`config.mk`:
```
export PLATFORM = sky130hd
export DESIGN_NAME = i2c_target_receiver
export DESIGN_NICKNAME = d
export VERILOG_FILES = /design/src/rtl/i2c_target_receiver.sv
export SDC_FILE = /design/constraint.sdc
export NUM_CORES = 1
export LEC_CHECK = 0
export BUFFER_PORTS_ARGS = -buffer_cell sky130_fd_sc_hd__buf_4
export CAP_MARGIN = 10
export CORE_UTILIZATION = 40
export CTS_CLUSTER_DIAMETER = 120
export DETAILED_ROUTE_END_ITERATION = 12
export PLACE_DENSITY_LB_ADDON = 0.12
export SLEW_MARGIN = 15
export SYNTH_ARGS = -nofsm -noshare
export SYNTH_HDL_FRONTEND = slang
export SYNTH_SLANG_ARGS = --single-unit
```
`constraint.sdc`:
```
create_clock -name i_clk -period 2.6 [get_ports i_clk]
set_input_delay 0.39 -clock i_clk [delete_from_list [all_inputs] [get_ports i_clk]]
set_output_delay 0.39 -clock i_clk [all_outputs]
set_load 0.05 [all_outputs]
```
`src/rtl/i2c_target_receiver.sv`:
```
// Write-only I2C target decoding 3-byte codec frames {DEV_ADDR,W}, {reg[6:0],d8}, data[7:0].
// The bus is oversampled on i_clk; each complete word is presented with a one-cycle o_valid.
module i2c_target_receiver #(
    parameter logic [6:0] DEV_ADDR = 7'h1A
) (
    input  logic       i_clk,
    input  logic       i_rst_n,
    input  logic       i_sclk,
    input  logic       i_sdat,
    output logic       o_sdat,
    output logic       o_oen,
    output logic       o_valid,
    output logic [6:0] o_reg_addr,
    output logic [8:0] o_reg_data,
    output logic       o_busy,
    output logic       o_err
);

    typedef enum logic [2:0] {
        S_IDLE,
        S_ADDR,
        S_ADDR_ACK,
        S_BYTE,
        S_BYTE_ACK,
        S_IGNORE
    } state_t;

    state_t     state_reg, state_next;
    logic [1:0] scl_sync_reg, sda_sync_reg;
    logic       scl_prev_reg, sda_prev_reg;
    logic [3:0] bitcnt_reg, bitcnt_next;
    logic [1:0] bytecnt_reg, bytecnt_next;
    logic [7:0] shift_reg, shift_next;
    logic [6:0] shadow_addr_reg, shadow_addr_next;
    logic       shadow_d8_reg, shadow_d8_next;
    logic       oen_reg, oen_next;
    logic       valid_reg, valid_next;
    logic       err_reg, err_next;
    logic [6:0] reg_addr_reg, reg_addr_next;
    logic [8:0] reg_data_reg, reg_data_next;

    logic       scl_cur, sda_cur;
    logic       scl_rise, scl_fall, sda_rise, sda_fall;
    logic       start_evt, stop_evt;
    logic       word_open;
    logic [7:0] shifted;

    // Two-flop synchronizers plus one delayed copy for edge detection
    always_ff @(posedge i_clk) begin
        if (!i_rst_n) begin
            scl_sync_reg <= 2'b11;
            sda_sync_reg <= 2'b11;
            scl_prev_reg <= 1'b1;
            sda_prev_reg <= 1'b1;
        end else begin
            scl_sync_reg <= {scl_sync_reg[0], i_sclk};
            sda_sync_reg <= {sda_sync_reg[0], i_sdat};
            scl_prev_reg <= scl_sync_reg[1];
            sda_prev_reg <= sda_sync_reg[1];
        end
    end

    assign scl_cur  = scl_sync_reg[1];
    assign sda_cur  = sda_sync_reg[1];
    assign scl_rise = !scl_prev_reg && scl_cur;
    assign scl_fall = scl_prev_reg && !scl_cur;
    assign sda_rise = !sda_prev_reg && sda_cur;
    assign sda_fall = sda_prev_reg && !sda_cur;

    // Our own ACK drive must never be mistaken for START/STOP
    assign start_evt = scl_cur && sda_fall && !oen_reg;
    assign stop_evt  = scl_cur && sda_rise && !oen_reg;

    assign word_open = (state_reg == S_BYTE || state_reg == S_BYTE_ACK) && (bytecnt_reg != 2'd3);
    assign shifted   = {shift_reg[6:0], sda_cur};

    always_ff @(posedge i_clk) begin
        if (!i_rst_n) begin
            state_reg       <= S_IDLE;
            bitcnt_reg      <= 4'd0;
            bytecnt_reg     <= 2'd0;
            shift_reg       <= 8'd0;
            shadow_addr_reg <= 7'd0;
            shadow_d8_reg   <= 1'b0;
            oen_reg         <= 1'b0;
            valid_reg       <= 1'b0;
            err_reg         <= 1'b0;
            reg_addr_reg    <= 7'd0;
            reg_data_reg    <= 9'd0;
        end else begin
            state_reg       <= state_next;
            bitcnt_reg      <= bitcnt_next;
            bytecnt_reg     <= bytecnt_next;
            shift_reg       <= shift_next;
            shadow_addr_reg <= shadow_addr_next;
            shadow_d8_reg   <= shadow_d8_next;
            oen_reg         <= oen_next;
            valid_reg       <= valid_next;
            err_reg         <= err_next;
            reg_addr_reg    <= reg_addr_next;
            reg_data_reg    <= reg_data_next;
        end
    end

    always_comb begin
        state_next       = state_reg;
        bitcnt_next      = bitcnt_reg;
        bytecnt_next     = bytecnt_reg;
        shift_next       = shift_reg;
        shadow_addr_next = shadow_addr_reg;
        shadow_d8_next   = shadow_d8_reg;
        oen_next         = oen_reg;
        valid_next       = 1'b0;
        err_next         = 1'b0;
        reg_addr_next    = reg_addr_reg;
        reg_data_next    = reg_data_reg;

        if (start_evt) begin
            state_next   = S_ADDR;
            bitcnt_next  = 4'd0;
            bytecnt_next = 2'd0;
            oen_next     = 1'b0;
            err_next     = word_open;
        end else if (stop_evt) begin
            state_next = S_IDLE;
            oen_next   = 1'b0;
            err_next   = (state_reg == S_ADDR) || (state_reg == S_ADDR_ACK) || word_open;
        end else begin
            case (state_reg)
                S_ADDR: begin
                    if (scl_rise) begin
                        shift_next  = shifted;
                        bitcnt_next = bitcnt_reg + 4'd1;
                    end else if (scl_fall && bitcnt_reg == 4'd8) begin
                        bitcnt_next = 4'd0;
                        if (shift_reg[7:1] == DEV_ADDR && !shift_reg[0]) begin
                            oen_next   = 1'b1;
                            state_next = S_ADDR_ACK;
                        end else begin
                            state_next = S_IGNORE;
                            err_next   = (shift_reg[7:1] == DEV_ADDR);
                        end
                    end
                end
                S_ADDR_ACK: begin
                    if (scl_fall) begin
                        oen_next     = 1'b0;
                        bitcnt_next  = 4'd0;
                        bytecnt_next = 2'd1;
                        state_next   = S_BYTE;
                    end
                end
                S_BYTE: begin
                    if (scl_rise) begin
                        shift_next  = shifted;
                        bitcnt_next = bitcnt_reg + 4'd1;
                        if (bitcnt_reg == 4'd7) begin
                            if (bytecnt_reg == 2'd1) begin
                                shadow_addr_next = shifted[7:1];
                                shadow_d8_next   = shifted[0];
                            end else if (bytecnt_reg == 2'd2) begin
                                reg_addr_next = shadow_addr_reg;
                                reg_data_next = {shadow_d8_reg, shifted};
                                valid_next    = 1'b1;
                            end
                        end
                    end else if (scl_fall && bitcnt_reg == 4'd8) begin
                        bitcnt_next = 4'd0;
                        if (bytecnt_reg != 2'd3) begin
                            oen_next   = 1'b1;
                            state_next = S_BYTE_ACK;
                        end else begin
                            err_next   = 1'b1;
                            state_next = S_IGNORE;
                        end
                    end
                end
                S_BYTE_ACK: begin
                    if (scl_fall) begin
                        oen_next     = 1'b0;
                        bitcnt_next  = 4'd0;
                        bytecnt_next = bytecnt_reg + 2'd1;
                        state_next   = S_BYTE;
                    end
                end
                default: begin
                end
            endcase
        end
    end

    assign o_sdat     = 1'b0;
    assign o_oen      = oen_reg;
    assign o_valid    = valid_reg;
    assign o_err      = err_reg;
    assign o_reg_addr = reg_addr_reg;
    assign o_reg_data = reg_data_reg;
    assign o_busy     = (state_reg != S_IDLE);

endmodule

```
==> run summary, run 1 <==
run status: complete, no violations
synthesized flop and latch total: 50
ratio of total power to cell area: 488 nW/um^2
synthesized instance count: 252
leftover overflow at the end of global routing: 0
post-synthesis cell type count: 50
critical-path maximum fanout: 33
sort of element at the start of the critical path: flop
slowest library cell on the worst path: sky130_fd_sc_hd__nand4bb_4
cell occurring most often along the worst timing path: sky130_fd_sc_hd__nand4bb_4
hpwl dp: 3180 um
leakage component of the power: 0.994 nW
width of the chip: 79.2 um
cell area after synthesis: 2380 sq um
H-tree lvl count: 2
synthesis-to-finish area growth: 11.6%
final-layout setup total negative slack: 0 ps
number of hold buffers added after CTS: 0
detailed-route wire length: 4410 um
leading cell types by total area after synthesis: sky130_fd_sc_hd__dfxtp_1, sky130_fd_sc_hd__o21ai_2, sky130_fd_sc_hd__nand3_2, sky130_fd_sc_hd__nand2_1, sky130_fd_sc_hd__mux2i_1
EDFF count, synth: 0
clock buffers created by TritonCTS: 5
number of placed I/O pins: 25
relative contribution of sequential cells to total power: 59.7%
classification of the worst setup path: reg -> reg
clock tree from TritonCTS: built
worst max-slew margin expressed relative to the limit: 53.1%
Yosys warning total: 0
final worst path period share: 84.7%
Hold Violations, Final: 0
relative contribution of the clock network to total power: 34.9%
fraction of power consumed by combinational cells: 5.4%
Setup Fix Bufs, Post-CTS: 0
power consumption: 1.30 mW
count of pins over their slew limit: 0
data required time of the worst path: 2780 ps
root buffer cell: sky130_fd_sc_hd__clkbuf_8
final setup skew: 7.03 ps
number of filler instances in the final layout: 574
unrepaired setup endpoints after global routing: no
routed vias: 1760
fraction of final layout cells sized beyond drive strength 1: 29.4%
first-pass iteration count of the detailed router: 5
TritonCTS sink count: 50
Placeable Area: 5640 sq um
# diodes: 0
switching part of the total power: 24.4%
remaining antenna violation count: 0
Peak supply drop: 0.258 mV
cells along the critical path: nand4bb_4 > a21o_1 > nand4bb_4 > nand3_1 > o21ai_2
net count after synthesis: 261
drc violations: 0
cell taking the most area after synthesis: sky130_fd_sc_hd__dfxtp_1
drt wl/cell: 12.8 um
initial core utilization: 42.3%
fraction of the yosys area taken by sequential cells: 42.0%
overall die height: 79.2 um
CP endpoint kind: flop
initial antenna violation count: 0
pin count of the biggest net entering global routing: 52
worst min-delay path class: in -> reg
critical path data arrival time: 2390 ps
Fin Hold WS: 267 ps
top cell type's share of synthesized area: 42.0%
Final Util: 47.2%
minimum clock period after layout: 2200 ps
pin slew with the least headroom to its limit: 702 ps
average instance area after synthesis: 9.46 sq um
vias in the first global route: 1510
DIE AREA: 6280 sq um
GRT Util Overall: 15.3%
clock slew at reported path FFs: 100 ps
achievable frequency: 0.454 GHz
Placer Congestion: 0.798
Worst Reg2Reg Path Length in Cells: 5
share of flip-flops with an asynchronous set or reset after synthesis: 0%
Setup violations, final: 0
Gates resized, CTS repair: 0
total net switching power: 318 uW
delay contributed by the slowest stage of the critical path: 720 ps
row count: 27
nets: 280
max-capacitance violation count: 0
post-route non-filler standard cell count: 344
total internal power: 982 uW
Cell Count Post-Placement: 336
Hold Path Cell Cnt: 2
count of input and output buffers: 23
global-route wire length before repair: 7490 um
number of buffers between clock root and the deepest sink: 2
initial drt markers: 111
vias per cell: 5.12
dominant register cell in the synthesized netlist: sky130_fd_sc_hd__dfxtp_1
max reg flops: 9
clock insertion delay at the later pin of the skew report: 300 ps
-- final cells by class --
| type | count | area [sq um] | share of cell area, % |
|---|---|---|---|
| sequential | 50 | 1000 | 37.6 |
| clock buffer | 5 | 68.8 | 2.59 |
| clock inverter | 3 | 21.3 | 0.799 |
| multi-input combinational | 180 | 1250 | 46.9 |
| tap | 72 | 90.1 | 3.39 |
| inverter | 6 | 22.5 | 0.846 |
| timing repair buffer | 28 | 210 | 7.90 |
-- per-layer routing --
metal	track usage [%]	up-vias	share of wire (%)
met5	0	-	0
met4	4.91	0	1.0
met3	3.68	7	4.8
met2	20.9	37	40
met1	23.1	799	54
li1	-	917	-
-- synthesized netlist by cell type, types with 2 or more instances --
master                       n
sky130_fd_sc_hd__dfxtp_1    50
sky130_fd_sc_hd__nand2_1    29
sky130_fd_sc_hd__o21ai_0    16
sky130_fd_sc_hd__o21ai_2    16
sky130_fd_sc_hd__nor2_1     15
sky130_fd_sc_hd__nand3_1    14
sky130_fd_sc_hd__nand3_2    13
sky130_fd_sc_hd__nand2b_1   11
sky130_fd_sc_hd__a21oi_1     9
sky130_fd_sc_hd__mux2i_1     9
sky130_fd_sc_hd__buf_6       6
sky130_fd_sc_hd__ha_1        5
sky130_fd_sc_hd__inv_1       5
sky130_fd_sc_hd__a31oi_1     4
sky130_fd_sc_hd__clkbuf_1    4
sky130_fd_sc_hd__nor3_1      4
sky130_fd_sc_hd__buf_1       3
sky130_fd_sc_hd__a21oi_2     2
sky130_fd_sc_hd__buf_4       2
sky130_fd_sc_hd__nand4bb_1   2
sky130_fd_sc_hd__nand4bb_4   2
sky130_fd_sc_hd__nor2b_1     2
sky130_fd_sc_hd__or2b_1      2
-- stage by stage --
stage          instance area (sq um)  setup WS, ps
2_1_floorplan                   2380           752
3_3_place_gp                    2570           411
3_5_place_dp                    2570           374
4_1_cts                         2660           377
5_1_grt                         2660           192
6_report                        2660           397
-- critical path, delay by kind of cell, from the launching register on --
kind | cells | cell delay (ps)
flops | 1 | 470
simple gates | 3 | 1200
compound gates | 2 | 410
-- logic make-up (layout without fill, tap and decap cells) --
| logic type | Yosys count | after routing | share of synthesized area, % |
|---|---|---|---|
| flops | 50 | 50 | 42.0 |
| mux | 10 | 10 | 4.25 |
| compound gates | 55 | 55 | 16.1 |
| simple gates | 108 | 108 | 28.9 |
| fa+ha+maj | 5 | 5 | 2.62 |
| buf+inv | 22 | 42 | 5.72 |
| other cells | 1 | 1 | 0.157 |
| xor+xnor | 1 | 1 | 0.367 |
-- power groups by stage --
stage,clock network (mW),logic [mW],registers (mW)
after CTS,0.475,0.0707,0.776
after detailed placement,0,0.0702,0.794
after floorplan,0,0.0555,0.794
after global routing,0.513,0.0777,0.777
after global placement,0,0.0710,0.794
final,0.454,0.0704,0.776
-- placed cells by master, fill, tap and decap left out, drive strengths merged, types with 2 or more instances in the layout --
cell	netlist	layout
mux2i	9	9
or2b	2	2
nor3	4	4
clkbuf	4	5
ha	5	5
dfxtp	50	50
or3	2	2
nor3b	2	2
inv	5	5
nor2b	2	2
buf	12	28
nand3	27	27
a21oi	12	12
nand2	29	29
nand2b	11	11
a31oi	4	4
o21ai	32	32
nor2	16	16
nand4bb	4	4
clkinv	1	3
-- path summary, 6_finish.rpt --
path | startpoint | slack (ps) | to
setup / recovery | scl_sync_reg[1] | 400 | o_reg_addr[2]
setup reg to reg | scl_sync_reg[1] | 400 | o_reg_addr[2]
hold reg to reg | scl_sync_reg[0] | 410 | scl_sync_reg[1]
hold / removal | i_sclk | 270 | scl_sync_reg[0]
Power figures use the tool's default switching activity.
==> inputs of run 2 (changes only) <==
Clock period 2.6 ns to 2.3 ns, I/O delays scaled along.
==> run 2 against run 1 <==
Compared with the run above: sequential power grew 13%; cell area increased by 0.99%; setup slack improved by 62 ps; global-route usage increased by 0.84 points; clock skew grew 0.83 ps; wire length is 1.1% higher; first-iteration DRC count increased by 13%; power is 22% higher; non-clock buffer count unchanged; final cell count stayed put; clock-buffer cell count unchanged; die area stayed put; critical endpoint is now bitcnt_reg[2].
==> run summary, run 2 (synthesis results as in run 1) <==
total net switching power: 362 uW
finished layout cell area: 2690 sq um
nets: 280
power consumption: 1.59 mW
GRT Util Overall: 16.1%
number of buffers between clock root and the deepest sink: 2
DIE AREA: 6280 sq um
pin slew with the least headroom to its limit: 578 ps
Placer Congestion: 0.835
final worst path period share: 80.0%
termination of the worst setup path: bitcnt_reg[2]
achievable frequency: 0.543 GHz
pin count of the biggest net entering global routing: 52
# diodes: 0
data required time of the worst path: 2520 ps
critical path data arrival time: 2060 ps
Setup violations, final: 0
clock buffers created by TritonCTS: 5
max reg flops: 9
switching part of the total power: 22.8%
count of pins over their slew limit: 0
run status: complete, no violations
unrepaired setup endpoints after global routing: no
sort of element at the start of the critical path: flop
classification of the worst setup path: reg -> reg
row count: 27
final setup skew: 7.86 ps
Hold Path Cell Cnt: 2
Gates resized, CTS repair: 0
routed vias: 1738
Placeable Area: 5640 sq um
remaining antenna violation count: 0
instance area at placement: 2570 sq um
final-layout setup total negative slack: 0 ps
initial core utilization: 42.3%
vias per cell: 5.05
number of hold buffers added after CTS: 0
worst min-delay path class: in -> reg
max-capacitance violation count: 0
leakage component of the power: 1.01 nW
most common cell after layout, fill and taps aside: sky130_fd_sc_hd__dfxtp_1
Fin Hold WS: 215 ps
H-tree lvl count: 2
clock slew at reported path FFs: 100 ps
Peak supply drop: 0.311 mV
ratio of total power to cell area: 591 nW/um^2
global-route wire length before repair: 7780 um
total internal power: 1.23 mW
relative contribution of sequential cells to total power: 55.3%
flop-to-flop setup slack: 460 ps
width of the chip: 79.2 um
fraction of final layout cells sized beyond drive strength 1: 29.4%
clock tree from TritonCTS: built
detailed-route wire length: 4460 um
leftover overflow at the end of global routing: 0
clock insertion delay at the later pin of the skew report: 300 ps
fraction of power consumed by combinational cells: 4.9%
number of placed I/O pins: 25
area occupied by registers: 1000 sq um
first-pass iteration count of the detailed router: 4
drc violations: 0
CP endpoint kind: flop
worst max-slew margin expressed relative to the limit: 61.5%
count of input and output buffers: 23
root buffer cell: sky130_fd_sc_hd__clkbuf_8
initial drt markers: 125
initial antenna violation count: 0
launching instance or port of the critical path: state_reg[1]
minimum clock period after layout: 1840 ps
critical-path maximum fanout: 16
Worst Reg2Reg Path Length in Cells: 5
hpwl dp: 3200 um
relative contribution of the clock network to total power: 39.8%
Setup Fix Bufs, Post-CTS: 0
origin of the critical flop-to-flop path: state_reg[1]
vias in the first global route: 1545
overall die height: 79.2 um
synthesis-to-finish area growth: 12.7%
number of filler instances in the final layout: 534
drt wl/cell: 13.0 um
top library cells by usage in the layout, fill and taps aside: sky130_fd_sc_hd__dfxtp_1, sky130_fd_sc_hd__nand2_1, sky130_fd_sc_hd__buf_4
TritonCTS sink count: 50
Multi-input gate area: 1250 sq um
Hold Violations, Final: 0
reg-to-reg endpoint: bitcnt_reg[2]
run 2: cell types whose count changed in the layout (fill, tap and decap cells not counted), sizes merged:
cell      before  now
inv            5    6
clkinv         3    2
clkinvlp       1    0
bufinv         0    1
run 2: power by group through the flow:
stage	clock network (mW)	registers [mW]	logic [mW]
global placement	0	0.899	0.0796
global route	0.695	0.880	0.0863
floorplan	0	0.897	0.0627
finish	0.632	0.878	0.0781
CTS	0.652	0.879	0.0791
detailed placement	0	0.899	0.0790
run 2: layout make-up:
| cell class | instances | share of cell area, % |
|---|---|---|
| Sequential cell | 50 | 37.2 |
| Clock buffer | 5 | 2.56 |
| Timing Repair Buffer | 28 | 7.82 |
| Multi-Input combinational cell | 180 | 46.4 |
| Inverter | 6 | 0.838 |
| Clock inverter | 3 | 1.77 |
| Tap cell | 72 | 3.35 |
run 2: worst max-delay path, cell delays in order (launching register included):
cell and delay [ps]:
sky130_fd_sc_hd__dfxtp_1 630, sky130_fd_sc_hd__or2b_1 290, sky130_fd_sc_hd__a21oi_1 110, sky130_fd_sc_hd__nor3b_1 360, sky130_fd_sc_hd__nand2b_1 110, sky130_fd_sc_hd__a311oi_1 270
run 2: worst min path at each step:
stage | from | end | slack [ps]
after floorplan | scl_sync_reg[0] | scl_sync_reg[1] | 390
after global placement | sda_sync_reg[0] | sda_sync_reg[1] | 390
after detailed placement | scl_sync_reg[0] | scl_sync_reg[1] | 390
after CTS | i_sdat | sda_sync_reg[0] | 210
after global routing | i_sdat | sda_sync_reg[0] | 200
final | i_sclk | scl_sync_reg[0] | 220
run 2: routing by layer:
metal	wire, um	GRT usage [%]
met5	0	0
met4	44	4.91
met1	2380	24.0
met2	1830	22.3
met3	208	4.14
run 2: through the flow:
step                instances  worst slack (ps)  utilization (%)
floorplan                 252               452                -
global placement          336               503             45.6
detailed placement        336               488             45.6
CTS                       344               467             47.6
global route              344               295             47.6
finish                    344               459             47.6
==> inputs of run 3 (changes only) <==
Clock period 2.3 ns to 1.7 ns, I/O delays scaled along.
==> run 3 against run 2 <==
Compared with the run above: combinational power grew 63%; critical path depth increased by 1; register-to-register slack lost 390 ps; largest cell class unchanged.
==> run summary, run 3 (synthesis results as in run 1) <==
critical hold path startpoint: i_sclk
max reg flops: 9
number of placed I/O pins: 25
clock insertion delay at the later pin of the skew report: 300 ps
initial drt markers: 131
Worst Hold End: scl_sync_reg[0]
critical path data arrival time: 1860 ps
top library cells by usage in the layout, fill and taps aside: sky130_fd_sc_hd__dfxtp_1, sky130_fd_sc_hd__buf_4, sky130_fd_sc_hd__nand2_1
pin count of the biggest net entering global routing: 41
critical-path maximum fanout: 11
most common cell after layout, fill and taps aside: sky130_fd_sc_hd__dfxtp_1
count of input and output buffers: 23
Setup violations, final: 0
drc violations: 0
initial antenna violation count: 0
reg-to-reg endpoint: bitcnt_reg[1]
count of pins over their slew limit: 0
finished layout cell area: 2860 sq um
CP endpoint kind: flop
Worst Reg2Reg Path Length in Cells: 6
TritonCTS sink count: 50
origin of the critical flop-to-flop path: state_reg[0]
instance area at placement: 2710 sq um
number of buffers between clock root and the deepest sink: 2
sort of element at the start of the critical path: flop
Hold Path Cell Cnt: 2
classification of the worst setup path: reg -> reg
hpwl dp: 3320 um
achievable frequency: 0.614 GHz
final worst path period share: 95.8%
GRT Util Overall: 16.0%
clock buffers created by TritonCTS: 5
ratio of total power to cell area: 763 nW/um^2
clock slew at reported path FFs: 100 ps
nets: 295
leakage component of the power: 1.09 nW
unrepaired setup endpoints after global routing: yes
# diodes: 0
global-route wire length before repair: 7760 um
initial core utilization: 42.3%
final setup skew: 8.26 ps
root buffer cell: sky130_fd_sc_hd__clkbuf_8
power consumption: 2.18 mW
synthesis-to-finish area growth: 19.9%
drt wl/cell: 12.9 um
leftover overflow at the end of global routing: 0
H-tree lvl count: 2
clock tree from TritonCTS: built
routed vias: 1821
data required time of the worst path: 1930 ps
max-capacitance violation count: 0
run status: complete, no violations
Hold Violations, Final: 0
detailed-route wire length: 4640 um
row count: 27
first-pass iteration count of the detailed router: 4
Peak supply drop: 0.581 mV
overall die height: 79.2 um
minimum clock period after layout: 1630 ps
Placer Congestion: 0.797
width of the chip: 79.2 um
Placeable Area: 5640 sq um
flop-to-flop setup slack: 70 ps
number of hold buffers added after CTS: 0
worst min-delay path class: in -> reg
vias in the first global route: 1484
DIE AREA: 6280 sq um
vias per cell: 5.07
remaining antenna violation count: 0
fraction of final layout cells sized beyond drive strength 1: 35.9%
-- run 3: worst max path at each step --
stage                  from             to  slack [ps]
2_1_floorplan         o_oen  o_reg_addr[6]          20
4_1_cts        state_reg[2]  bitcnt_reg[1]           5
5_1_grt        state_reg[0]  bitcnt_reg[1]         -20
6_report       state_reg[0]  bitcnt_reg[1]          70
3_5_place_dp   state_reg[2]  bitcnt_reg[1]          40
3_3_place_gp   state_reg[2]   state_reg[2]          30
-- run 3: power by group --
part           internal, mW  switching (mW)  leakage (nW)
clock network         0.449           0.422        0.0563
registers              1.18         0.00577         0.405
logic                0.0473          0.0793         0.632
-- run 3: cell type report --
type / instances / area [sq um]
well taps: 72 / 90.1
inverters: 6 / 22.5
multi-input cells: 180 / 1270
clock inverters: 3 / 48.8
clock buffers: 5 / 68.8
flip-flops and latches: 50 / 1010
fillers: 532 / 2780
repair buffers: 43 / 352
-- run 3: metal layers --
metal	vias to the layer above	GRT usage, %	wire [um]
li1	946	-	-
met1	833	25.3	2530
met2	35	20.3	1850
met3	7	4.02	198
met4	0	5.27	63
met5	-	0	0
-- run 3: critical path, stage by stage (launching register included) --
cell and delay [ps]:
sky130_fd_sc_hd__dfxtp_2 340, sky130_fd_sc_hd__buf_6 140, sky130_fd_sc_hd__or3b_4 410, sky130_fd_sc_hd__a21oi_4 180, sky130_fd_sc_hd__nor2_2 60, sky130_fd_sc_hd__a21oi_2 220
sky130_fd_sc_hd__mux2i_1 200
-- run 3: timing repair --
action,in CTS,in global routing
setup endpoints to repair,0,8
buffers inserted,0,0
gates resized for setup,0,8
-- run 3: per-stage QoR --
step / cells / worst slack [ps] / hold slack, ps / TNS, ps / util [%]
floorplan: 252 / 19.4 / 356 / 0 / -
global placement: 351 / 27.3 / 390 / 0 / 48.0
detailed placement: 351 / 35.3 / 394 / 0 / 48.0
CTS: 359 / 5.38 / 122 / 0 / 50.1
global route: 359 / -21.6 / 115 / -21.6 / 50.7
finish: 359 / 71.6 / 131 / 0 / 50.7
